`config.mk`:
```
export PLATFORM = sky130hd
export DESIGN_NAME = txn_rr_arbiter
export DESIGN_NICKNAME = d
export VERILOG_FILES = /design/src/rtl/txn_arb_pkg.sv /design/src/rtl/txn_rr_picker.sv /design/src/rtl/txn_rr_arbiter.sv
export SDC_FILE = /design/constraint.sdc
export NUM_CORES = 1
export LEC_CHECK = 0
export CAP_MARGIN = 30
export CELL_PAD_IN_SITES_DETAIL_PLACEMENT = 0
export CELL_PAD_IN_SITES_GLOBAL_PLACEMENT = 1
export CORE_AREA = 2 2 207 107
export DETAILED_ROUTE_END_ITERATION = 6
export DIE_AREA = 0 0 209 109
export GPL_ROUTABILITY_DRIVEN = 0
export PLACE_DENSITY = 0.87
export SLEW_MARGIN = 20
export SYNTH_ARGS = -nofsm -noshare
export SYNTH_HDL_FRONTEND = slang
export SYNTH_SLANG_ARGS = --single-unit
```
`constraint.sdc`:
```
create_clock -name clk -period 3.35 [get_ports clk]
set_clock_uncertainty 0.15 [all_clocks]
set_input_delay 0.67 -clock clk [delete_from_list [all_inputs] [get_ports clk]]
set_output_delay 0.67 -clock clk [all_outputs]
set_load 0.01 [all_outputs]
```
`src/rtl/txn_arb_pkg.sv`:
```
// Shared types for the transaction round-robin arbiter: packet layout, FSM states
// and a behavioural round-robin pick helper for arbiters up to 16 requesters.
package txn_arb_pkg;

  localparam int TXN_AW = 16;
  localparam int TXN_DW = 32;

  typedef struct packed {
    logic              write;
    logic [TXN_AW-1:0] addr;
    logic [TXN_DW-1:0] wdata;
  } txn_pkt_t;

  typedef enum logic [1:0] {
    IDLE     = 2'd0,
    ISSUE    = 2'd1,
    WAIT_RSP = 2'd2
  } arb_state_e;

  typedef struct packed {
    logic       found;
    logic [3:0] idx;
  } rr_pick_t;

  // First set bit of req[n-1:0] at or above ptr, wrapping; lowest offset wins.
  function automatic rr_pick_t rr_pick(input logic [15:0] req, input logic [3:0] ptr, input int n);
    rr_pick_t r;
    int       k;
    r = '0;
    for (int i = 15; i >= 0; i--) begin
      if (i < n) begin
        k = (int'(ptr) + i) % n;
        if (req[4'(k)]) begin
          r.found = 1'b1;
          r.idx   = 4'(k);
        end
      end
    end
    return r;
  endfunction

endpackage

```
`src/rtl/txn_rr_picker.sv`:
```
// Combinational round-robin picker: rotate req so ptr lands at bit 0, take the
// lowest set bit, then rotate the index back into requester numbering.
module rr_picker #(
  parameter int  N  = 4,
  localparam int IW = $clog2(N)
) (
  input  logic [N-1:0]  req,
  input  logic [IW-1:0] ptr,
  output logic          found,
  output logic [IW-1:0] idx
);

  logic [N-1:0]  rot;
  logic [IW-1:0] off;

  always_comb begin
    rot = '0;
    for (int i = 0; i < N; i++) begin
      rot[IW'(i)] = req[IW'((i + int'(ptr)) % N)];
    end
    off = '0;
    for (int i = N - 1; i >= 0; i--) begin
      if (rot[IW'(i)]) off = IW'(i);
    end
    found = |req;
    idx   = IW'((32'(off) + 32'(ptr)) % N);
  end

endmodule

```
`src/rtl/txn_rr_arbiter.sv`:
```
// Round-robin arbiter owning one downstream transaction port; a grant is held
// from command issue until its response or timeout, so one transaction is in flight.
module txn_rr_arbiter
  import txn_arb_pkg::*;
#(
  parameter int  NREQ   = 4,
  parameter int  TO_CYC = 255,
  localparam int IW     = $clog2(NREQ)
) (
  input  logic                  clk,
  input  logic                  rst,
  input  logic [NREQ-1:0]       req_valid,
  output logic [NREQ-1:0]       req_ready,
  input  txn_pkt_t [NREQ-1:0]   req_pkt,
  output logic                  dn_valid,
  input  logic                  dn_ready,
  output txn_pkt_t              dn_pkt,
  input  logic                  dn_rsp_vld,
  input  logic [TXN_DW-1:0]     dn_rsp_data,
  output logic [NREQ-1:0]       rsp_valid,
  output logic [TXN_DW-1:0]     rsp_data,
  output logic                  rsp_err,
  output logic [IW-1:0]         grant_id,
  output logic                  busy
);

  localparam int CW = (TO_CYC > 0) ? $clog2(TO_CYC + 1) : 1;

  arb_state_e        state_q, state_d;
  logic [IW-1:0]     rr_ptr_q, rr_ptr_d;
  logic [IW-1:0]     grant_q, grant_d;
  txn_pkt_t          pkt_q, pkt_d;
  logic              dn_valid_q, dn_valid_d;
  logic [NREQ-1:0]   req_ready_q, req_ready_d;
  logic [NREQ-1:0]   rsp_valid_q, rsp_valid_d;
  logic [TXN_DW-1:0] rsp_data_q, rsp_data_d;
  logic              rsp_err_q, rsp_err_d;
  logic              busy_q, busy_d;
  logic [CW-1:0]     tmo_q, tmo_d;

  logic              pick_found;
  logic [IW-1:0]     pick_idx;
  logic [IW-1:0]     ptr_next;

  rr_picker #(.N(NREQ)) u_picker (
    .req   (req_valid),
    .ptr   (rr_ptr_q),
    .found (pick_found),
    .idx   (pick_idx)
  );

  assign ptr_next = IW'((32'(grant_q) + 32'd1) % NREQ);

  always_comb begin
    state_d     = state_q;
    rr_ptr_d    = rr_ptr_q;
    grant_d     = grant_q;
    pkt_d       = pkt_q;
    dn_valid_d  = dn_valid_q;
    req_ready_d = '0;
    rsp_valid_d = '0;
    rsp_data_d  = rsp_data_q;
    rsp_err_d   = rsp_err_q;
    tmo_d       = tmo_q;

    case (state_q)
      IDLE: begin
        if (pick_found) begin
          grant_d               = pick_idx;
          pkt_d                 = req_pkt[pick_idx];
          req_ready_d[pick_idx] = 1'b1;
          dn_valid_d            = 1'b1;
          state_d               = ISSUE;
        end
      end
      ISSUE: begin
        if (dn_valid_q && dn_ready) begin
          dn_valid_d = 1'b0;
          tmo_d      = '0;
          state_d    = WAIT_RSP;
        end
      end
      WAIT_RSP: begin
        // Counter includes the current cycle, so a response in the last allowed cycle still wins.
        tmo_d = (tmo_q == CW'(TO_CYC)) ? tmo_q : tmo_q + CW'(1);
        if (dn_rsp_vld) begin
          rsp_valid_d[grant_q] = 1'b1;
          rsp_data_d           = dn_rsp_data;
          rsp_err_d            = 1'b0;
          rr_ptr_d             = ptr_next;
          state_d              = IDLE;
        end else if (TO_CYC != 0 && tmo_d == CW'(TO_CYC)) begin
          rsp_valid_d[grant_q] = 1'b1;
          rsp_data_d           = '0;
          rsp_err_d            = 1'b1;
          rr_ptr_d             = ptr_next;
          state_d              = IDLE;
        end
      end
      default: state_d = IDLE;
    endcase

    busy_d = (state_d != IDLE);
  end

  always_ff @(posedge clk) begin
    if (rst) begin
      state_q     <= IDLE;
      rr_ptr_q    <= '0;
      grant_q     <= '0;
      pkt_q       <= '0;
      dn_valid_q  <= 1'b0;
      req_ready_q <= '0;
      rsp_valid_q <= '0;
      rsp_data_q  <= '0;
      rsp_err_q   <= 1'b0;
      busy_q      <= 1'b0;
      tmo_q       <= '0;
    end else begin
      state_q     <= state_d;
      rr_ptr_q    <= rr_ptr_d;
      grant_q     <= grant_d;
      pkt_q       <= pkt_d;
      dn_valid_q  <= dn_valid_d;
      req_ready_q <= req_ready_d;
      rsp_valid_q <= rsp_valid_d;
      rsp_data_q  <= rsp_data_d;
      rsp_err_q   <= rsp_err_d;
      busy_q      <= busy_d;
      tmo_q       <= tmo_d;
    end
  end

  assign req_ready = req_ready_q;
  assign dn_valid  = dn_valid_q;
  assign dn_pkt    = pkt_q;
  assign rsp_valid = rsp_valid_q;
  assign rsp_data  = rsp_data_q;
  assign rsp_err   = rsp_err_q;
  assign grant_id  = grant_q;
  assign busy      = busy_q;

endmodule

```
==> metrics <==
Post-Syn Instances 570; Core Util, Final roughly 44%; Max H-tree Level 3; max_cap viols 0; initial antenna violation count 1; Synth Flop Type dfxtp_1; cts repair resizes 0; CP Capture Type flip-flop; final-stage net count about 1100; slack of the critical path roughly 480 ps; critical path type input pin to flip-flop; HP Class flip-flop to flip-flop; die height ~110 um; core area 21200 um2; Routed Antenna Nets 0; pwr dens roughly 370 nW/um2; Max Used Layer met4; hold_buf cts 0; fin area between 9000 and 10000 um2; Buffers on Ports roughly 330; Buf+Inv Stages, Crit Path 3; area fraction of the dominant cell type after synthesis between 30 and 40%; grt total ovfl 0; final period utilization roughly 86%; Final TNS setup 0 ps; CP dominant cell by count mux4_2; DRC errors left 0; Fillers about 2000; Pins Over Slew Limit 0; Root Buffer clkbuf_16; global-route usage over all layers 18.1%; Peak supply drop roughly 0.23 mV; Synth cell types 40; fmax between 0.3 and 0.4 GHz; CTS tree done; CP Launch Type input pin; Slew headroom a little under half; CP Cell Sequence clkdlybuf4s50_1, mux4_2, inv_1, ha_4, buf_12, mux4_2, nand2_1, a21oi_1; worst hold slack 303 ps; number of synthesized flops with an enable pin 0; CP peak stage delay 510 ps; # Post-CTS Setup Buffers 0; share of layout cells above drive strength 1 11.1%; Post-Syn Area approximately 5400 um2; DR vias 5740; Finish-stage setup viols 0; hpwl dp 15.6 mm; IO Count 330; Post-Syn Nets 812; CP max FO 17; vias in the first global route between 5000 and 6000; Worst-path clk slew approximately 70 ps; sequential area share after synthesis around two fifths; Die X-Extent 209 um; outcome finished, final reports clean; most common cell in the netlist nand2_1; Worst EP arrival 2920 ps; FFs w/ async S/R, synth 0%; drt wl/cell between 15 and 20 um; unrepaired setup endpoints after global routing false; final hold violation count 0; worst skew pair latency between 300 and 400 ps; synthesized flop and latch total between 100 and 150; Top delay family on crit path multiplexers; pre-CTS WS about 86 ps; DR pass1 iterations 5; WP data required between 3000 and 4000 ps; first-pass GRT wire length 31.7 mm; Num CTS Buffers 9; Pleak 3.28 nW; synth warn 0; Area contributors post-synth dfxtp_1 (39%), mux4_2 (21%), nand2_1 (10%), a21oi_1 (5.7%), a32oi_1 (5.2%); Longest Clk Path Bufs 2; Core Rows 38; pin count of the biggest net entering global routing 66; DIE AREA approximately 23000 um2; Final min period 2870 ps; drt total wl a little over 20 mm; DR vias/cell 4.94; slowest CP cell mux4_2; WL met3 between 1.5 and 2 mm; met1 wire length 9.50 mm; Synth top cells by count nand2_1 (147), dfxtp_1 (106), a21oi_1 (61); met2 wire length 9.14 mm; Slew @ Worst Pin 815 ps; Area Overhead vs Synth 73.9%; starting DRC count in detailed routing approximately 400; clock sinks ~110; starting density of the core between 20% and 30%; synthesized area per cell between 9 and 10 um2; DP Area between 9000 and 10000 um2; cell taking the most area after synthesis dfxtp_1
==> registers in the layout, summed over array words and instances, names as in the netlist, 2 cells and up <==
register / count
dn_pkt: 49
tmo_q: 8
req_ready: 4
state_q: 2
rsp_valid: 4
grant_id: 2
rr_ptr_q: 2
rsp_data: 32
==> power by group <==
group / total [mW] / switching (mW) / leakage (nW) / internal, mW
clock: 1.07 / 0.548 / 0.134 / 0.524
sequential: 1.40 / 0.0515 / 0.866 / 1.35
combinational: 0.989 / 0.374 / 2.28 / 0.616
==> cell type report <==
cell class	instances	area (um2)	share of cell area [%]
repair buffers	349	3540	37.7
multi-input cells	407	3060	32.6
flip-flops and latches	106	2120	22.6
well taps	280	350	3.74
clock buffers	10	229	2.44
clock inverters	6	60.1	0.641
inverters	4	15.0	0.160
diodes	1	2.50	0.0267
==> layout by cell type, fill, tap and decap left out, types with 6 or more instances in the layout <==
master / instances
a21oi_1: 61
a31oi_1: 6
a32oi_1: 32
buf_12: 8
buf_4: 12
clkbuf_16: 9
clkdlybuf4s50_1: 328
dfxtp_1: 106
mux4_2: 50
nand2_1: 147
nand3_1: 8
nor2_1: 15
o21ai_0: 33
==> path summary, 6_finish.rpt <==
kind                      from            to  slack [ps]  depth (start not counted)
setup / recovery  req_valid[3]    dn_pkt[17]         480                          8
hold / removal      dn_pkt[22]    dn_pkt[22]         300                          2
setup reg to reg      tmo_q[0]  rsp_data[25]         770                          7
hold reg to reg     dn_pkt[22]    dn_pkt[22]         300                          2
==> per-stage QoR <==
step | cells | total power, mW
2_1_floorplan | 570 | 1.82
3_3_place_gp | 1146 | 2.42
3_5_place_dp | 1146 | 2.43
4_1_cts | 1162 | 3.52
5_1_grt | 1162 | 3.65
6_report | 1163 | 3.46
==> worst min-delay path, delay by kind of cell, from the launching register on <==
| kind | cells | cell delay [ps] |
|---|---|---|
| compound gates | 1 | 50 |
| simple gates | 1 | 50 |
| flops | 1 | 310 |
==> logic make-up after synthesis <==
logic type	Yosys count	synth area share, %
simple gates	195	15.4
compound gates	154	17.9
flops	106	39.4
buf+inv	57	4.64
mux	50	20.9
fa+ha+maj	6	1.39
xor+xnor	2	0.325
==> routing by layer <==
metal	vias up	GRT usage, %
met5	-	0
met4	0	3.27
met1	2781	24.0
li1	2723	-
met3	12	6.08
met2	224	28.9
Note: power is estimated with default switching activity, not from simulation.
